===== src/rtl/serial_tx.sv =====
// serial_tx: framed, LSB-first bit-serial transmitter with a valid/ready word input.
// Frame: start (0), DATA_W data bits, optional even-parity bit, stop (1).
// Each bit is held on tx for CLKS_PER_BIT cycles.
// Optional feature macro: SERIAL_TX_PARITY_EN inserts the parity bit between data and stop.
module serial_tx #(
  parameter int unsigned DATA_W       = 8,
  parameter int unsigned CLKS_PER_BIT = 4
) (
  input  logic              clk,
  input  logic              reset,
  input  logic [DATA_W-1:0] in_data,
  input  logic              in_valid,
  output logic              in_ready,
  output logic              tx,
  output logic              busy,
  output logic              done
);

  localparam int unsigned CntW = (CLKS_PER_BIT > 1) ? $clog2(CLKS_PER_BIT) : 1;
  localparam int unsigned BitW = ($clog2(DATA_W + 1) > 1) ? $clog2(DATA_W + 1) : 1;
  localparam logic [CntW-1:0] LastCnt = CntW'(CLKS_PER_BIT - 1);
  localparam logic [BitW-1:0] LastBit = BitW'(DATA_W - 1);

  typedef enum logic [2:0] {
    StIdle   = 3'd0,
    StStart  = 3'd1,
    StData   = 3'd2,
    StStop   = 3'd3
`ifdef SERIAL_TX_PARITY_EN
    ,
    StParity = 3'd4
`endif
  } state_e;

  state_e            state_q, state_d;
  logic [CntW-1:0]   cnt_q, cnt_d;
  logic [BitW-1:0]   bit_q, bit_d;
  logic [DATA_W-1:0] shift_q, shift_d;
  logic [DATA_W-1:0] shift_nx;
  logic              tx_q, tx_d;
  logic              done_q, done_d;
  logic              last_cyc;
`ifdef SERIAL_TX_PARITY_EN
  logic              par_q, par_d;
`endif

  assign in_ready = (state_q == StIdle);
  assign busy     = (state_q != StIdle);
  assign tx       = tx_q;
  assign done     = done_q;

  // Next-state logic; tx_d is the value of tx for the cycle after the coming edge.
  always_comb begin
    state_d  = state_q;
    cnt_d    = cnt_q;
    bit_d    = bit_q;
    shift_d  = shift_q;
    tx_d     = tx_q;
    last_cyc = (cnt_q == LastCnt);
    shift_nx = shift_q >> 1;
`ifdef SERIAL_TX_PARITY_EN
    par_d    = par_q;
`endif
    case (state_q)
      StIdle: begin
        tx_d = 1'b1;
        if (in_valid) begin
          state_d = StStart;
          shift_d = in_data;
          cnt_d   = '0;
          bit_d   = '0;
          tx_d    = 1'b0;
`ifdef SERIAL_TX_PARITY_EN
          par_d   = ^in_data;
`endif
        end
      end
      StStart: begin
        if (last_cyc) begin
          cnt_d   = '0;
          state_d = StData;
          tx_d    = shift_q[0];
        end else begin
          cnt_d = cnt_q + CntW'(1);
        end
      end
      StData: begin
        if (last_cyc) begin
          cnt_d   = '0;
          shift_d = shift_nx;
          bit_d   = bit_q + BitW'(1);
          if (bit_q == LastBit) begin
`ifdef SERIAL_TX_PARITY_EN
            state_d = StParity;
            tx_d    = par_q;
`else
            state_d = StStop;
            tx_d    = 1'b1;
`endif
          end else begin
            tx_d = shift_nx[0];
          end
        end else begin
          cnt_d = cnt_q + CntW'(1);
        end
      end
`ifdef SERIAL_TX_PARITY_EN
      StParity: begin
        if (last_cyc) begin
          cnt_d   = '0;
          state_d = StStop;
          tx_d    = 1'b1;
        end else begin
          cnt_d = cnt_q + CntW'(1);
        end
      end
`endif
      StStop: begin
        if (last_cyc) begin
          cnt_d   = '0;
          bit_d   = '0;
          state_d = StIdle;
          tx_d    = 1'b1;
        end else begin
          cnt_d = cnt_q + CntW'(1);
        end
      end
      default: begin
        state_d = StIdle;
        cnt_d   = '0;
        bit_d   = '0;
        tx_d    = 1'b1;
      end
    endcase
    // done is registered, so it is raised on the edge entering the last stop cycle.
    done_d = (state_d == StStop) && (cnt_d == LastCnt);
  end

  // FSM and datapath registers; async reset aborts any frame in flight.
  always_ff @(posedge clk or posedge reset) begin
    if (reset) begin
      state_q <= StIdle;
      cnt_q   <= '0;
      bit_q   <= '0;
      shift_q <= '0;
      tx_q    <= 1'b1;
      done_q  <= 1'b0;
`ifdef SERIAL_TX_PARITY_EN
      par_q   <= 1'b0;
`endif
    end else begin
      state_q <= state_d;
      cnt_q   <= cnt_d;
      bit_q   <= bit_d;
      shift_q <= shift_d;
      tx_q    <= tx_d;
      done_q  <= done_d;
`ifdef SERIAL_TX_PARITY_EN
      par_q   <= par_d;
`endif
    end
  end

endmodule

===== config.mk =====
export PLATFORM = sky130hd
export DESIGN_NAME = serial_tx
export DESIGN_NICKNAME = d
export VERILOG_FILES = /design/src/rtl/serial_tx.sv
export SDC_FILE = /design/constraint.sdc
export NUM_CORES = 1
export LEC_CHECK = 0
export CORE_AREA = 3 3 64 66
export CTS_CLUSTER_DIAMETER = 100
export DETAILED_ROUTE_END_ITERATION = 10
export DIE_AREA = 0 0 67 69
export PLACE_DENSITY = 0.47
export SKIP_CTS_REPAIR_TIMING = 1
export SYNTH_ARGS = -nofsm -noshare
export SYNTH_HDL_FRONTEND = slang
export SYNTH_SLANG_ARGS = --single-unit

===== constraint.sdc =====
create_clock -name clk -period 4.56 [get_ports clk]
set_input_delay 0.684 -clock clk [delete_from_list [all_inputs] [get_ports clk]]
set_output_delay 0.684 -clock clk [all_outputs]
set_load 0.05 [all_outputs]

==> results of run 1 <==
-- worst max-delay path: cells and delay by family (launching register included) --
| family | cells | cell delay (ns) |
|---|---|---|
| flops | 1 | 0.64 |
| buf+inv | 2 | 0.99 |
| simple gates | 1 | 0.11 |
-- cell type report --
class	instances	area [um^2]
fillers	387	2360
multi-input cells	70	537
flip-flops and latches	19	477
repair buffers	14	140
well taps	48	60.1
clock buffers	4	45.0
inverters	3	11.3
-- cells in the final DEF, fill, tap and decap left out, types with 2 or more instances in the layout --
cell type         n
a21oi_1           4
dfrtp_1          18
inv_1             3
nand2_1           4
o2bb2ai_1         3
mux2_1            2
clkbuf_8          3
nor2_1            5
ha_1              2
nor2b_1           4
mux2_2           12
o21ai_0           6
nor3b_1           3
nand3_1           3
clkdlybuf4s50_1  14
-- power groups by stage --
stage / clock, W / combinational, W / sequential (W)
finish: 0.000117 / 0.0000594 / 0.000201
global route: 0.000128 / 0.0000655 / 0.000204
CTS: 0.000121 / 0.0000605 / 0.000201
detailed placement: 0 / 0.0000603 / 0.000205
global placement: 0 / 0.0000588 / 0.000204
floorplan: 0 / 0.0000435 / 0.000198
-- metal layers --
| metal | up-vias | track usage (%) |
|---|---|---|
| met5 | - | 0 |
| met4 | 0 | 3.38 |
| met3 | 4 | 1.95 |
| met2 | 10 | 16.2 |
| met1 | 390 | 13.0 |
| li1 | 376 | - |
-- cell families (layout without fill, tap and decap cells) --
| family | Yosys count | in the layout | share of synthesized area [%] |
|---|---|---|---|
| buf+inv | 8 | 21 | 3.11 |
| other cells | 1 | 1 | 0.359 |
| simple gates | 31 | 31 | 19.0 |
| flops | 19 | 19 | 45.6 |
| xor+xnor | 1 | 1 | 0.837 |
| compound gates | 20 | 20 | 12.7 |
| fa+ha+maj | 2 | 2 | 2.39 |
| mux | 15 | 15 | 16.0 |
-- sequential cells by signal (all words and copies together) (netlist names) --
name / flops
shift_q: 8
tx: 1
bit_q: 4
state_q: 3
done: 1
cnt_q: 2
-- metrics by stage --
stage | power (W) | std cells | util [%] | worst slack [ns]
5_1_grt | 0.000398 | 158 | 35.0 | 1.74
3_3_place_gp | 0.000263 | 154 | 33.7 | 2.19
6_report | 0.000377 | 158 | 35.0 | 1.87
3_5_place_dp | 0.000265 | 154 | 33.7 | 2.16
4_1_cts | 0.000383 | 158 | 35.0 | 1.87
2_1_floorplan | 0.000242 | 97 | - | 2.29
-- how the worst max path moves through the flow --
stage / from / end / cells past startpoint
finish: state_q[1] / busy / 3
detailed placement: state_q[0] / in_ready / 4
CTS: state_q[1] / busy / 3
floorplan: state_q[0] / in_ready / 5
global placement: state_q[1] / busy / 3
global route: state_q[1] / busy / 3
==> metrics.md, run 1 <==
| Metric | Value |
|---|---|
| Setup crit end kind | `primary output` |
| Sw Share | `about a quarter` |
| CP Launch Type | `flip-flop` |
| WL per Instance | `13.2 um` |
| Slowest cell on crit path | `clkdlybuf4s50_1` |
| Top cell type's share of synthesized area | `between 40% and 50%` |
| Final setup viols | `0` |
| Max Root-Sink Buffers | `2` |
| P_sw | `between 0.00009 and 0.0001 W` |
| Post-route DRC | `0` |
| IO Pins | `15` |
| Flop pwr share | `53.3%` |
| Starting density of the core | `approximately 29%` |
| Slew Viols, Final | `0` |
| Yosys top cell by area | `dfrtp_1` |
| Share of cells above drive strength 1 | `17.3%` |
| CTS H-tree lvls | `1` |
| Power Density | `roughly 300 nW/um^2` |
| Worst-Skew Late Latency | `between 0.2 and 0.3 ns` |
| Worst VDD drop | `roughly 0.00014 V` |
| Internal power | `around 0.00028 W` |
| Most frequent cell after synthesis | `dfrtp_1` |
| Distinct cell type count of the synthesized netlist | `38` |
| Global route overflow | `0` |
| ANT nets after route | `0` |
| Final wirelength | `around 2100 um` |
| DP Wirelength | `around 1500 um` |
| Synth cell count leaders | `dfrtp_1, mux2_2, o21ai_0` |
| Die width | `roughly 67 um` |
| Most common flop cell mapped by yosys | `dfrtp_1` |
| DR iter-0 viols | `10` |
| Highest routed layer | `met4` |
| Seq/Total Area, Yosys | `a little under half` |
| Placed Area | `~1200 um^2` |
| Clock power share | `a little under a third` |
| RSZ-0062 raised after global routing | `false` |
| Clk_skew | `0.00563 ns` |
| Critical path data arrival time | `2.00 ns` |
| Core area | `roughly 3600 um^2` |
| Die Y | `69 um` |
| Synth Cell Area | `about 1000 um^2` |
| CTS Sinks | `19` |
| Num CTS Buffers | `3` |
| Placer Congestion | `0.767` |
| Layout area overhead | `21.4%` |
| Nets | `124` |
| Clock slew at reported path FFs | `about 0.07 ns` |
| Root Driver | `clkbuf_8` |
| Mean number of vias per cell | `4.94` |
| Largest net degree at the start of global routing | `20` |
| Status | `complete, no violations` |
| Crit-path max cell delay | `roughly 0.80 ns` |
| Reg-to-reg slack, setup | `around 2.5 ns` |
| Post-synth EDFFs | `0` |
| First-pass GRT wire length | `about 3600 um` |
| Synth top area cells | `dfrtp_1, mux2_2, o21ai_0, dfstp_2, o2bb2ai_1` |
| Req. time, crit path | `3.88 ns` |
| Max capacitance violation total | `0` |
| Pre-Repair DR Iteration Count | `4` |
| Endpoints failing hold | `0` |
| Leak | `approximately 0.52 nW` |
| Worst reg-to-reg path cell count | `3` |
| DR vias | `780` |
| Setup TNS | `0 ns` |
| Max frequency | `about 370 MHz` |
| Worst-path fanout max | `16` |
| Mapped Cells | `97` |
| CTS tree | `built` |
| Initial antenna violation count | `0` |
| Minimum clock period | `approximately 2.7 ns` |
| Worst Hold Depth | `1` |
| Worst Hold Class | `flip-flop to flip-flop` |
| Synth Register Bits | `19` |
| Met1 WL | `slightly above 900 um` |
| WL met3 | `about 65 um` |
| Hold EP | `shift_q[3]` |
| Yosys warnings | `0` |
| Hold WS | `roughly 0.51 ns` |
| IO Port Bufs | `14` |
| Critical R2R Launch | `state_q[1]` |
| Antenna diodes | `0` |
| Worst-Margin Slew | `0.739 ns` |
| Worst path cell trace | `inv_1 -> nand2_1 -> clkdlybuf4s50_1` |
| GRT Total Usage | `roughly a tenth` |
| Post-Syn Nets | `110` |
| Met2 routed WL | `around 1100 um` |
| Tcrit/Tclk final | `58.9%` |
| Die area | `approximately 4600 um^2` |
| Async S/R FF share, synth | `between 90% and 100%` |
| Combinational power share | `around 16%` |
| Avg Cell Area, Syn | `roughly 11 um^2` |
| HP Start | `shift_q[3]` |
| # rows | `22` |
| Vias in the first global route | `between 700 and 800` |
| Rel. slew slack | `50.7%` |
| Fin area | `between 1000 and 1500 um^2` |
| Crit Path Category | `flip-flop to primary output` |
| R2R Path End | `shift_q[4]` |
Note: power is estimated with default switching activity, not from simulation.
==> run 2, diff against run 1 <==
Clock period 4.56 ns to 2.6 ns, I/O delays scaled along.
==> metrics.md, run 2 (synthesized netlist as in run 1, its figures left out) <==
| Metric | Value |
|---|---|
| Power, Total | `0.000667 W` |
| # rows | `22` |
| Largest net degree at the start of global routing | `20` |
| Nets | `129` |
| Post-route DRC | `0` |
| Die area | `between 4000 and 5000 um^2` |
| Die width | `~67 um` |
| Rel. slew slack | `47.0%` |
| Initial antenna violation count | `0` |
| Final wirelength | `around 2200 um` |
| Root Driver | `clkbuf_8` |
| Critical path launch point | `state_q[0]` |
| Status | `complete, no violations` |
| HP Start | `shift_q[6]` |
| Max capacitance violation total | `0` |
| Worst Hold Class | `flip-flop to flip-flop` |
| Max Root-Sink Buffers | `2` |
| Worst VDD drop | `between 0.0002 and 0.0003 V` |
| ANT nets after route | `0` |
| RSZ-0062 raised after global routing | `false` |
| CP Launch Type | `flip-flop` |
| First-pass GRT wire length | `3680 um` |
| WP buf/inv | `2` |
| Setup crit end kind | `primary output` |
| Crit Path Category | `flip-flop to primary output` |
| Max FFs per register | `8` |
| Global route overflow | `0` |
| Largest Register | `shift_q` |
| Worst path cell trace | `nor2_1 -> nand2_1 -> inv_1 -> clkdlybuf4s50_1` |
| Num CTS Buffers | `3` |
| Worst-path fanout max | `3` |
| GRT Total Usage | `10.1%` |
| DR vias | `around 790` |
| Layout area overhead | `25.0%` |
| Mean number of vias per cell | `4.87` |
| Vias in the first global route | `772` |
| Die Y | `between 60 and 70 um` |
| Setup TNS | `0 ns` |
| IO Port Bufs | `14` |
| Critical path data arrival time | `roughly 1.8 ns` |
| Tcrit/Tclk final | `between 80% and 90%` |
| Pre-Repair DR Iteration Count | `4` |
| Endpoints failing hold | `0` |
| Family with the most delay on the worst path | `buffers and inverters` |
| Clk_skew | `0.00405 ns` |
| CTS Sinks | `19` |
| Max frequency | `roughly 470 MHz` |
| Worst-Margin Slew | `between 0.7 and 0.8 ns` |
| Antenna diodes | `0` |
| Registers with the most flip-flops | `shift_q x8, bit_q x4, state_q x3` |
| Slowest cell on crit path | `clkdlybuf4s50_1` |
| Critical R2R Launch | `state_q[0]` |
| Power Density | `between 500 and 600 nW/um^2` |
| Starting density of the core | `28.8%` |
| WL per Instance | `about 13 um` |
| Slew Viols, Final | `0` |
| IO Pins | `15` |
| Share of cells above drive strength 1 | `between 20% and 30%` |
| Leak | `about 0.54 nW` |
| Clock slew at reported path FFs | `0.07 ns` |
| DP Wirelength | `1570 um` |
| Minimum clock period | `roughly 2.1 ns` |
| Fin area | `~1300 um^2` |
| Leading cell type in the layout, fill and taps excluded | `dfrtp_1` |
| Placed Area | `approximately 1300 um^2` |
| Req. time, crit path | `~2.2 ns` |
| CTS tree | `built` |
| Hold WS | `roughly 0.51 ns` |
| FILL cells | `approximately 380` |
| CTS H-tree lvls | `1` |
| Worst-Skew Late Latency | `around 0.25 ns` |
| Placer Congestion | `around 0.74` |
| Crit-path max cell delay | `~0.79 ns` |
| Final setup viols | `0` |
| Core area | `3630 um^2` |
| Leading cell types in the layout, fill and taps excluded | `dfrtp_1, clkdlybuf4s50_1, mux2_2` |
| DR iter-0 viols | `25` |
run 2: layer usage:
layer	wire [um]	vias to the layer above	track usage [%]	share of wire, %
met5	0	-	0	0
met4	8	0	3.38	0.37
met3	69	2	1.95	3.2
met2	1080	15	15.5	50
met1	1020	390	14.0	47
li1	-	387	-	-
run 2: layout make-up:
class / count / area [um^2] / area share (%)
sequential: 19 / 477 / 36.5
clock buffer: 4 / 45.0 / 3.44
inverter: 3 / 11.3 / 0.861
timing repair buffer: 19 / 178 / 13.6
tap: 48 / 60.1 / 4.59
multi-input combinational: 70 / 537 / 41.1
run 2: where the power goes:
group	switching [W]	internal, W	leakage, nW	total (W)
logic	0.0000571	0.0000608	0.281	0.000118
clock network	0.0000961	0.000109	0.0228	0.000205
registers	0.0000167	0.000327	0.240	0.000344
run 2: worst paths after layout:
| kind | slack [ns] | to | cells after the start |
|---|---|---|---|
| min in group asynchronous | 0.58 | state_q[0] | 2 |
| worst max-delay path | 0.46 | in_ready | 4 |
| worst min-delay path | 0.51 | shift_q[6] | 1 |
| worst max register to register | 0.88 | bit_q[3] | 4 |
| worst min register to register | 0.51 | shift_q[6] | 1 |
| max in group asynchronous | 1.52 | shift_q[0] | 2 |
run 2: stage by stage:
| step | std cells | utilization (%) | setup WS, ns |
|---|---|---|---|
| final | 163 | 36.0 | 0.457 |
| after global routing | 163 | 36.0 | 0.382 |
| after CTS | 163 | 36.0 | 0.451 |
| after detailed placement | 159 | 34.7 | 0.507 |
| after global placement | 159 | 34.7 | 0.584 |
| after floorplan | 97 | - | 0.621 |
==> run 3, diff against run 2 <==
Settings changed: PLACE_DENSITY 0.47 to 0.49.
Clock period 2.6 ns to 1.8 ns, I/O delays scaled along.
==> metrics.md, run 3 (synthesized netlist as in run 1, its figures left out) <==
| Metric | Value |
|---|---|
| Root Driver | `clkbuf_8` |
| Req. time, crit path | `approximately 2 ns` |
| Leading cell types in the layout, fill and taps excluded | `dfrtp_1, buf_4, mux2_2` |
| Core area | `~3600 um^2` |
| DR iter-0 viols | `30` |
| Sw Share | `a little over a quarter` |
| Clock slew at reported path FFs | `roughly 0.07 ns` |
| Final wirelength | `2190 um` |
| Share of cells above drive strength 1 | `a little under a third` |
| Mean number of vias per cell | `between 4 and 5` |
| CP Launch Type | `flip-flop` |
| Crit Path Category | `flip-flop to flip-flop` |
| DP Wirelength | `1650 um` |
| Worst setup margin | `0.114 ns` |
| IO Pins | `15` |
| R2R Path End | `done` |
| Nets | `roughly 140` |
| Worst-path fanout max | `5` |
| Leading cell type in the layout, fill and taps excluded | `dfrtp_1` |
| Max Root-Sink Buffers | `2` |
| Pre-Repair DR Iteration Count | `4` |
| Die area | `about 4600 um^2` |
| Num CTS Buffers | `3` |
| Largest net degree at the start of global routing | `12` |
| Die width | `roughly 67 um` |
| Initial antenna violation count | `0` |
| Tcrit/Tclk final | `between 90% and 100%` |
| GRT Total Usage | `around 11%` |
| Power Density | `roughly 700 nW/um^2` |
| Antenna diodes | `0` |
| Post-route DRC | `0` |
| WL per Instance | `between 10 and 15 um` |
| Worst reg-to-reg path cell count | `4` |
| Worst path cell trace | `ha_1 -> and3b_1 -> a311oi_1 -> and4b_1` |
| Global route overflow | `0` |
| P_sw | `~0.00026 W` |
| Critical path data arrival time | `approximately 1.8 ns` |
| Starting density of the core | `28.8%` |
| Leak | `0.591 nW` |
| DP Worst Slack | `-0.0471 ns` |
| Largest Register | `shift_q` |
| FILL cells | `between 300 and 400` |
| Die Y | `about 69 um` |
| Slowest cell on crit path | `dfrtp_1` |
| Registers with the most flip-flops | `shift_q x8, bit_q x4, state_q x3` |
| Clk_skew | `0.00309 ns` |
| Max capacitance violation total | `0` |
| Reg-to-reg slack, setup | `approximately 0.11 ns` |
| Internal power | `about 0.00073 W` |
| Layout area overhead | `33.5%` |
| Endpoints failing hold | `0` |
| Final setup viols | `0` |
| Setup crit end kind | `flip-flop` |
| Flop pwr share | `between 50% and 60%` |
| First-pass GRT wire length | `3880 um` |
| Vias in the first global route | `847` |
| Worst VDD drop | `between 0.0003 and 0.0004 V` |
| IO Port Bufs | `14` |
| Critical R2R Launch | `bit_q[0]` |
| CTS Sinks | `19` |
| WP buf/inv | `0` |
| CTS tree | `built` |
| Combinational power share | `between 10% and 20%` |
| DR vias | `804` |
| ANT nets after route | `0` |
| Status | `complete, no violations` |
| Family with the most delay on the worst path | `simple AND/OR/NAND/NOR gates` |
| Max frequency | `roughly 590 MHz` |
| CTS H-tree lvls | `1` |
| # rows | `22` |
| Max FFs per register | `8` |
| Clock power share | `a little under a third` |
| Worst Hold Class | `input port to async pin` |
| Minimum clock period | `about 1.7 ns` |
| RSZ-0062 raised after global routing | `false` |
| Worst-Skew Late Latency | `~0.26 ns` |
| Slew Viols, Final | `0` |
| Placer Congestion | `between 0.7 and 0.8` |
| Hold WS | `between 0.3 and 0.4 ns` |
| Crit-path max cell delay | `0.44 ns` |
==> run 3: per-stage QoR <==
step                      cell area [um^2]  instances  power [W]  util [%]  setup TNS, ns
after floorplan                       1050         97   0.000615         -              0
after global placement                1350        167   0.000697      37.1        -0.0157
after detailed placement              1350        167   0.000703      37.1        -0.0471
after CTS                             1390        171    0.00101      38.3              0
after global routing                  1400        171    0.00106      38.4              0
final                                 1400        171   0.000992      38.4              0
==> run 3: power groups by stage <==
| stage | clock network (W) | registers [W] | logic (W) |
|---|---|---|---|
| after floorplan | 0 | 0.000503 | 0.000112 |
| after global placement | 0 | 0.000510 | 0.000188 |
| after detailed placement | 0 | 0.000512 | 0.000192 |
| after CTS | 0.000320 | 0.000503 | 0.000192 |
| after global routing | 0.000338 | 0.000510 | 0.000209 |
| final | 0.000301 | 0.000502 | 0.000190 |
==> run 3: worst max path at each step <==
stage / cells after the start / slack (ns) / from / endpoint
2_1_floorplan: 4 / 0.13 / state_q[2] / shift_q[2]
3_3_place_gp: 4 / -0.02 / in_valid / bit_q[3]
3_5_place_dp: 4 / -0.05 / in_valid / bit_q[3]
4_1_cts: 5 / 0.08 / state_q[0] / in_ready
5_1_grt: 4 / 0.003 / bit_q[0] / done
6_report: 4 / 0.11 / bit_q[0] / done
==> run 3: final cells by class <==
type | count | area, um^2 | share of cell area (%)
repair buffers | 27 | 255 | 18.3
multi-input cells | 70 | 543 | 38.9
clock buffers | 3 | 41.3 | 2.96
inverters | 3 | 15.0 | 1.08
clock inverters | 1 | 5.00 | 0.358
flip-flops and latches | 19 | 477 | 34.1
well taps | 48 | 60.1 | 4.30
==> run 3: per-layer routing <==
layer,track usage (%),vias to the layer above,part of all wire [%]
met5,0,-,0
met4,4.05,0,1.1
met3,3.42,4,4.0
met2,17.2,11,49
met1,14.0,382,45
li1,-,407,-
